File: config.mk
export PLATFORM = sky130hd
export DESIGN_NAME = fir_tap_scheduler
export DESIGN_NICKNAME = d
export VERILOG_FILES = /design/src/rtl/fir_tap_scheduler.sv
export SDC_FILE = /design/constraint.sdc
export NUM_CORES = 1
export LEC_CHECK = 0
export BUFFER_PORTS_ARGS = -buffer_cell sky130_fd_sc_hd__clkbuf_2
export CORE_MARGIN = 1
export CORE_UTILIZATION = 59
export DETAILED_ROUTE_END_ITERATION = 10
export HOLD_SLACK_MARGIN = 0.06
export PLACE_DENSITY = 0.79
export SETUP_SLACK_MARGIN = 0.2
export SKIP_LAST_GASP = 1
export SYNTH_ARGS = -nofsm -noshare
export SYNTH_HDL_FRONTEND = slang
export SYNTH_SLANG_ARGS = --single-unit
File: constraint.sdc
create_clock -name clk -period 7.02 [get_ports clk]
set_clock_uncertainty 0.2 [all_clocks]
set_input_delay 0.702 -clock clk [delete_from_list [all_inputs] [get_ports clk]]
set_output_delay 0.702 -clock clk [all_outputs]
set_load 0.02 [all_outputs]
File: src/rtl/fir_tap_scheduler.sv
// Time-multiplexed MAC controller for a TAPS-tap FIR: one shared signed multiplier,
// accumulation through an external 16-bit adder port, one output per accepted sample.
//
// state | meaning
// IDLE  | ready for a sample or a coefficient write; flush clears the delay line
// MAC   | one tap per cycle: acc <= add_o[15:0] of acc + x[tap]*coef[tap]
// DONE  | result held on out_data until out_ready
module fir_tap_scheduler #(
  parameter int             TAPS      = 4,
  parameter int             N         = 8,
  parameter logic [N-1:0]   COEF_INIT = 'h20
) (
  input  logic         clk,
  input  logic         reset,
  input  logic         in_valid,
  output logic         in_ready,
  input  logic [N-1:0] in_data,
  input  logic         cfg_we,
  input  logic [2:0]   cfg_addr,
  input  logic [N-1:0] cfg_data,
  output logic         cfg_err,
  input  logic         flush,
  output logic [15:0]  add_a,
  output logic [15:0]  add_b,
  input  logic [16:0]  add_o,
  output logic         out_valid,
  input  logic         out_ready,
  output logic [15:0]  out_data
);

  localparam int TW = (TAPS > 1) ? $clog2(TAPS) : 1;

  typedef enum logic [1:0] {IDLE, MAC, DONE} state_t;

  state_t                state, state_nxt;
  logic signed [N-1:0]   x_line [TAPS];
  logic signed [N-1:0]   coef   [TAPS];
  logic [15:0]           acc;
  logic [TW-1:0]         tap;
  logic signed [2*N-1:0] prod;
  logic                  accept;
  logic                  cfg_ok;
  logic                  last_tap;
  logic                  add_o_unused;

  // The adder carry-out is deliberately dropped: the accumulator wraps at 16 bits.
  assign add_o_unused = add_o[16];

  assign accept   = in_valid && (state == IDLE);
  assign cfg_ok   = (state == IDLE) && !accept && (int'(cfg_addr) < TAPS);
  assign last_tap = (tap == TW'(TAPS - 1));
  assign prod     = x_line[tap] * coef[tap];

  always_ff @(posedge clk or posedge reset) begin
    if (reset) state <= IDLE;
    else       state <= state_nxt;
  end

  always_comb begin
    state_nxt = state;
    in_ready  = 1'b0;
    out_valid = 1'b0;
    out_data  = '0;
    add_a     = '0;
    add_b     = '0;
    case (state)
      IDLE: begin
        in_ready = 1'b1;
        if (accept) state_nxt = MAC;
      end
      MAC: begin
        add_a = acc;
        add_b = 16'(prod);
        if (last_tap) state_nxt = DONE;
      end
      DONE: begin
        out_valid = 1'b1;
        out_data  = acc;
        if (out_ready) state_nxt = IDLE;
      end
      default: state_nxt = IDLE;
    endcase
  end

  always_ff @(posedge clk or posedge reset) begin
    if (reset) begin
      acc     <= '0;
      tap     <= '0;
      cfg_err <= 1'b0;
      for (int k = 0; k < TAPS; k++) begin
        x_line[k] <= '0;
        coef[k]   <= COEF_INIT;
      end
    end else begin
      cfg_err <= cfg_we && !cfg_ok;

      // Flush clears the line first, so a coincident sample lands in an empty line.
      if (state == IDLE && (flush || accept)) begin
        x_line[0] <= accept ? in_data : '0;
        for (int k = 1; k < TAPS; k++)
          x_line[k] <= flush ? '0 : x_line[k-1];
      end

      if (accept) begin
        acc <= '0;
        tap <= '0;
      end else if (state == MAC) begin
        acc <= add_o[15:0];
        tap <= last_tap ? '0 : tap + TW'(1);
      end

      if (cfg_we && cfg_ok)
        coef[cfg_addr[TW-1:0]] <= cfg_data;
    end
  end

endmodule

==> key figures, run 1 <==
Routing
  • TritonRoute pass-1 iters: 4
  • DR iter-0 viols: 238
  • Post-Route WL: 13.26 mm
  • DR WL/cell: 15.98 um
  • Number of routed nets with antenna violations: 0
  • Via density: 5.494
  • Residual DRC count: 0
  • Vias: 4,560

Finish
  • Most common cell after layout, fill and taps aside: clkbuf_2
  • Fraction of layout cells with a size suffix above 1: 0.2622
  • Number of inserted diodes: 0
  • Most frequent cells in the layout: clkbuf_2 (91), inv_1 (87), and2_1 (80), dfrtp_1 (79), fa_1 (54)
  • Post-layout nets: 816
  • Area Growth Syn to Fin: 13.46%

Synthesis
  • Post-synth top area cell: dfrtp_1
  • Synth unique cells: 45
  • FFs w/ async S/R, synth: 1.000
  • Mapped Area: 6385 sq um
  • Top-area cell type share of the netlist area: 0.3175
  • Synth area leaders: dfrtp_1 (32%), fa_1 (17%), and2_1 (7.8%)
  • Post-Syn Nets: 724
  • Ys Warns: 0
  • Sequential share of the synthesized area: 0.3339
  • Syn_area_per_cell: 10.69 sq um
  • Yosys reg bits: 85
  • Ys flop type: dfrtp_1
  • Post-synth EDFFs: 0
  • Gate Count Post-Synth: 597

Critical path
  • Reg2Reg Launch Point: state[0]
  • Critical Path Source: tap[0]
  • Flop-to-flop setup slack: 4.88 ns
  • CP arrival: 5.70 ns
  • CP Capture Type: output port
  • Crit path kind: flip-flop to output port
  • R2r endpoint: coef[31]
  • Worst Path Required: 6.12 ns
  • Crit path to: add_b[14]
  • Reg2reg path depth: 4
  • CP startpoint kind: flip-flop
  • CP max FO: 9

GRT
  • Total grt overflow: 0
  • Initial antenna violation count: 0
  • Gr usage total: 0.2528
  • First-pass GRT wire length: 22.27 mm
  • Largest net degree at the start of global routing: 86
  • Vias in the first global route: 4,643

CTS
  • CTS Buf Count: 9
  • H-tree levels: 3
  • Clk pin slew, worst setup/hold paths: 0.07 ns
  • Hold_buf cts: 0
  • Sink Count: 85
  • Clock Tree Root: clkbuf_8
  • CTS tree: built
  • Worst skew pair latency: 0.35 ns
  • CTS Buffer Depth: 2

Timing
  • RSZ-0062 raised after global routing: yes
  • Hold Fails Final Rpt: 0
  • Least-Margin Pin Slew: 1.227 ns
  • Clock period minus worst slack: 6.602 ns
  • Final worst path period share: 0.9405
  • Setup TNS: 0 ns
  • Final setup margin: 0.4178 ns
  • F_max: 151.5 MHz
  • Setup Viol. Count Final: 0
  • Slew Limit Headroom: 0.1821
  • Max-slew violations: 0

Placement
  • Gpl congestion: 0.8064
  • Pre-CTS WS: 0.5247 ns
  • DP HPWL: 9.950 mm
  • PortBufs: 91

Hold path
  • Worst hold path class: flip-flop to flip-flop

Outcome
  • Status: finished, final reports clean

Die
  • Core area: 10,420 sq um
  • DIE HEIGHT: 106.0 um
  • # IOs: 93
  • Total die area: 11,240 sq um
  • Row cnt: 37
  • Initial core utilization: 0.6130
  • Die X: 106.0 um

Job
  • Total of max-cap violations: 0
Yosys cell counts, types with 3 or more instances:
cell type,n
inv_1,88
dfrtp_1,81
and2_1,80
fa_1,55
nand2_1,53
mux2_2,33
a22o_1,32
ha_1,30
nor2_1,23
o21ai_0,21
mux4_2,15
clkbuf_1,13
xnor2_1,9
a21oi_1,8
buf_2,5
a21o_1,4
dfstp_2,4
nand3_1,4
xor2_1,4
nand2_2,3
o21bai_1,3
cells by family after synthesis:
group                      Yosys count  synth area share
muxes                               50            0.1142
AOI/OAI and AO/OA                   79           0.08877
buffers and inverters              108           0.06565
xor gates and xnor gates            13           0.01783
adders and majority gates           85            0.2312
and+or+nand+nor                    177            0.1483
DFF                                 85            0.3339
state kept, by name, indices dropped and copies added (netlist names):
signal and cells:
acc 16, coef 32, x_line 32, tap 2, cfg_err 1, state 2
what timing repair did:
action                     4_1_cts  5_1_grt
setup endpoints to repair        1        4
pin swaps                        0        1
resized for setup                1        3
buffers inserted                 0        3
final cells by class:
class	instances	area [sq um]
clock buffer	13	148.9
clock inverter	3	68.82
fill	804	3172
inverter	88	331.6
multi-input combinational	404	3847
sequential	85	2135
tap	136	170.2
timing repair buffer	101	543.0
through the flow:
stage | std cells | util | area, sq um | hold slack, ns
after floorplan | 597 | - | 6385 | 0.2678
after global placement | 811 | 0.6703 | 6982 | 0.2810
after detailed placement | 811 | 0.6703 | 6982 | 0.2859
after CTS | 827 | 0.6913 | 7201 | 0.3087
after global routing | 830 | 0.6955 | 7244 | 0.3209
final | 830 | 0.6955 | 7244 | 0.3062
routing by layer:
metal  vias to the layer above  global-route usage  routed length (um)
met5                         -                   0                   0
met4                         0             0.07044                 119
met3                        10             0.03127                 306
met2                        72              0.4472                7242
met1                      2335              0.3293                5594
li1                       2143                   -                   -
worst max-delay path: stages (launching register included):
cell and delay, ns:
dfrtp_2 0.48, buf_4 0.24, mux4_2 0.61, and2_1 0.23
fa_1 0.53, inv_1 0.06, fa_1 0.50, inv_1 0.05
fa_1 0.47, inv_1 0.05, fa_1 0.53, inv_1 0.04
ha_1 0.36, nand2_1 0.07, o21bai_1 0.28, a2111oi_2 0.14
or3_1 0.36, a21oi_1 0.14, clkbuf_2 0.20
how the worst min path moves through the flow:
stage / slack [ns] / end / cells after the start / startpoint
after floorplan: 0.27 / x_line[0] / 1 / x_line[0]
after global placement: 0.28 / coef[17] / 1 / coef[17]
after detailed placement: 0.29 / x_line[7] / 1 / x_line[7]
after CTS: 0.31 / x_line[7] / 1 / x_line[7]
after global routing: 0.32 / x_line[7] / 1 / x_line[7]
final: 0.31 / coef[23] / 1 / coef[23]
Power of run 1 is not shown: default switching activity piles up to over one toggle a cycle in this logic, so the estimate is an artifact.
==> run 2, diff against run 1 <==
--- a/config.mk
+++ b/config.mk
@@ -5,6 +5,7 @@
 export SDC_FILE = /design/constraint.sdc
 export NUM_CORES = 1
 export LEC_CHECK = 0
+export ABC_AREA = 1
 export BUFFER_PORTS_ARGS = -buffer_cell sky130_fd_sc_hd__clkbuf_2
 export CORE_MARGIN = 1
 export CORE_UTILIZATION = 59
==> run 2 against run 1 <==
Compared with the run above:
- synthesized area grew 2.6%
- utilization shrank 2.1 points
- final cell count grew 27%
- critical path type unchanged
- critical endpoint is now add_b[15]
==> key figures, run 2 <==
Die
  • Core area: 10,840 sq um (+4.1%)
  • Initial core utilization: 0.6045 (-0.008518)
  • Total die area: 11,530 sq um (+2.6%)
  • Row cnt: 38 (+2.7%)
  • Die X: 107.4 um (+1.3%)
  • # IOs: 93 (unchanged)
  • DIE HEIGHT: 107.4 um (+1.3%)

Finish
  • Most frequent cells in the layout: inv_1 (178), nand2_1 (152), nor2_1 (120), clkbuf_2 (91), dfrtp_1 (80)
  • Most common cell after layout, fill and taps aside: inv_1
  • Area Growth Syn to Fin: 11.59%
  • Final std cells w/o fill: 1,053 (+27%)
  • Final core utilization: 0.6745 (-0.02098)
  • Number of inserted diodes: 0 (unchanged)
  • Register area: 2133 sq um (about the same)
  • Multi-input gate area: 3570 sq um (-7.2%)
  • Filler cells: 958 (+19%)
  • Post-layout nets: 1,035 (+27%)
  • Top flop regs: coef x32, x_line x32, acc x16
  • Fraction of layout cells with a size suffix above 1: 0.1698 (-0.09248)

Critical path
  • Reg2Reg Launch Point: state[0]
  • Worst Path Required: 6.12 ns (about the same)
  • Crit path kind: flip-flop to output port
  • CP arrival: 5.47 ns (-0.23 ns)
  • CP Capture Type: output port
  • CP startpoint kind: flip-flop
  • CP max FO: 22 (+13)
  • Critical Path Source: tap[0]

CTS
  • CTS Buf Count: 9 (unchanged)
  • CTS tree: built
  • Worst skew pair latency: 0.35 ns (about the same)
  • CTS Buffer Depth: 2 (unchanged)
  • Sink Count: 85 (unchanged)
  • Clock Tree Root: clkbuf_8
  • H-tree levels: 3 (unchanged)
  • Clk pin slew, worst setup/hold paths: 0.08 ns (about the same)

GRT
  • Initial antenna violation count: 0 (unchanged)
  • First-pass GRT wire length: 23.48 mm (+5.5%)
  • Largest net degree at the start of global routing: 86 (unchanged)
  • Gr usage total: 0.2595 (+0.006690)
  • Vias in the first global route: 5,141 (+11%)
  • Total grt overflow: 0 (unchanged)

Routing
  • TritonRoute pass-1 iters: 4 (unchanged)
  • Number of routed nets with antenna violations: 0 (unchanged)
  • DR WL/cell: 12.89 um (-19%)
  • Post-Route WL: 13.58 mm (+2.4%)
  • Via density: 5.096 (-7.2%)
  • Residual DRC count: 0 (unchanged)
  • DR iter-0 viols: 370 (+55%)
  • Vias: 5,366 (+18%)

Timing
  • Least-Margin Pin Slew: 1.040 ns (-0.1866 ns)
  • Setup Viol. Count Final: 0 (unchanged)
  • Final worst path period share: 0.9079 (-0.03255)
  • Setup TNS: 0 ns (unchanged)
  • Slew Limit Headroom: 0.3066 (+0.1245)
  • F_max: 156.9 MHz (+3.6%)
  • Max-slew violations: 0 (unchanged)
  • Hold Fails Final Rpt: 0 (unchanged)
  • RSZ-0062 raised after global routing: no
  • Clock period minus worst slack: 6.374 ns (-0.2285 ns)

Synthesis
  • Synth cell count leaders: inv_1 (179), nand2_1 (152), nor2_1 (120)
  • Most numerous cell in the Yosys netlist: inv_1
  • Gate Count Post-Synth: 825 (+38%)
  • FFs w/ async S/R, synth: 1.000 (unchanged)
  • Sequential share of the synthesized area: 0.3254 (-0.008544)
  • Syn_area_per_cell: 7.942 sq um (-26%)
  • Ys flop type: dfrtp_1
  • Synth area leaders: dfrtp_1 (31%), fa_1 (17%), inv_1 (10%)
  • Synth unique cells: 34 (-24%)
  • Mapped Area: 6553 sq um (+2.6%)
  • Post-synth EDFFs: 0 (unchanged)
  • Post-synth top area cell: dfrtp_1
  • Post-Syn Nets: 952 (+31%)
  • Top-area cell type share of the netlist area: 0.3093 (-0.008123)
  • Ys Warns: 0 (unchanged)
  • Yosys reg bits: 85 (unchanged)

Placement
  • Gpl congestion: 0.8672 (+7.5%)
  • Dpl cells: 1,037 (+28%)
  • PortBufs: 91 (unchanged)
  • DP HPWL: 10.32 mm (+3.7%)

Hold path
  • Worst hold path class: flip-flop to flip-flop
  • Hold Startpoint: coef[28]

Outcome
  • Status: finished, final reports clean

Job
  • Total of max-cap violations: 0 (unchanged)
run 2: path summary, 6_finish.rpt:
path,cells past startpoint,to,slack (ns)
setup / recovery,18,add_b[15],0.65
hold / removal,2,coef[28],0.29
setup reg to reg,5,x_line[0],4.98
hold reg to reg,2,coef[28],0.29
max in group asynchronous,3,tap[0],5.47
min in group asynchronous,3,acc[10],0.45
run 2: stage by stage:
step	instance area [sq um]	hold WS, ns	setup slack [ns]
after global placement	7102	0.2602	0.8205
after CTS	7301	0.2883	0.3483
final	7312	0.2861	0.6463
after floorplan	6553	0.2479	1.326
after detailed placement	7102	0.2680	0.7810
after global routing	7312	0.3029	0.2815
run 2: logic make-up (layout without fill, tap and decap cells):
kind of cell | count (synthesis) | count (layout) | synth area share
AND/OR/NAND/NOR | 294 | 294 | 0.1808
buffers and inverters | 219 | 307 | 0.1316
AO/OA/AOI/OAI | 138 | 138 | 0.1316
adder cells (fa/ha/maj) | 85 | 85 | 0.2253
flip-flops | 85 | 85 | 0.3254
XOR/XNOR | 4 | 4 | 0.005348
run 2: per-layer routing:
metal | global-route usage | up-vias | routed length [um]
met3 | 0.03814 | 11 | 466
met1 | 0.3448 | 2581 | 6102
li1 | - | 2684 | -
met4 | 0.07241 | 0 | 156
met2 | 0.4442 | 90 | 6853
met5 | 0 | - | 0
run 2: area by class of cell:
class	instances	area share
tap	140	0.02396
multi-input combinational	521	0.4882
clock buffer	10	0.01882
sequential	85	0.2918
inverter	194	0.1004
timing repair buffer	97	0.06845
clock inverter	6	0.008385
run 2: repair_timing:
action                                  4_1_cts  5_1_grt
buffers inserted                              0        0
hold endpoints to repair                      0        0
endpoints found under the setup margin        0        5
hold buffers                                  0        0
gates resized for setup                       0        4
run 2: worst max-delay path, stage by stage, from the launching register on:
cell and delay [ns]:
dfrtp_2 0.53, buf_4 0.31, nand2_1 0.10, a32oi_2 0.34, nand2_1 0.19, fa_1 0.77, fa_1 0.50, fa_1 0.50
fa_1 0.54, inv_1 0.04, ha_1 0.36, a21oi_1 0.21, nor2_1 0.06, nor2_1 0.08, nand3_1 0.13, nand3_1 0.11
nand2_1 0.06, nor2_1 0.10, clkbuf_2 0.18
Power of run 2 is left out for the same reason.
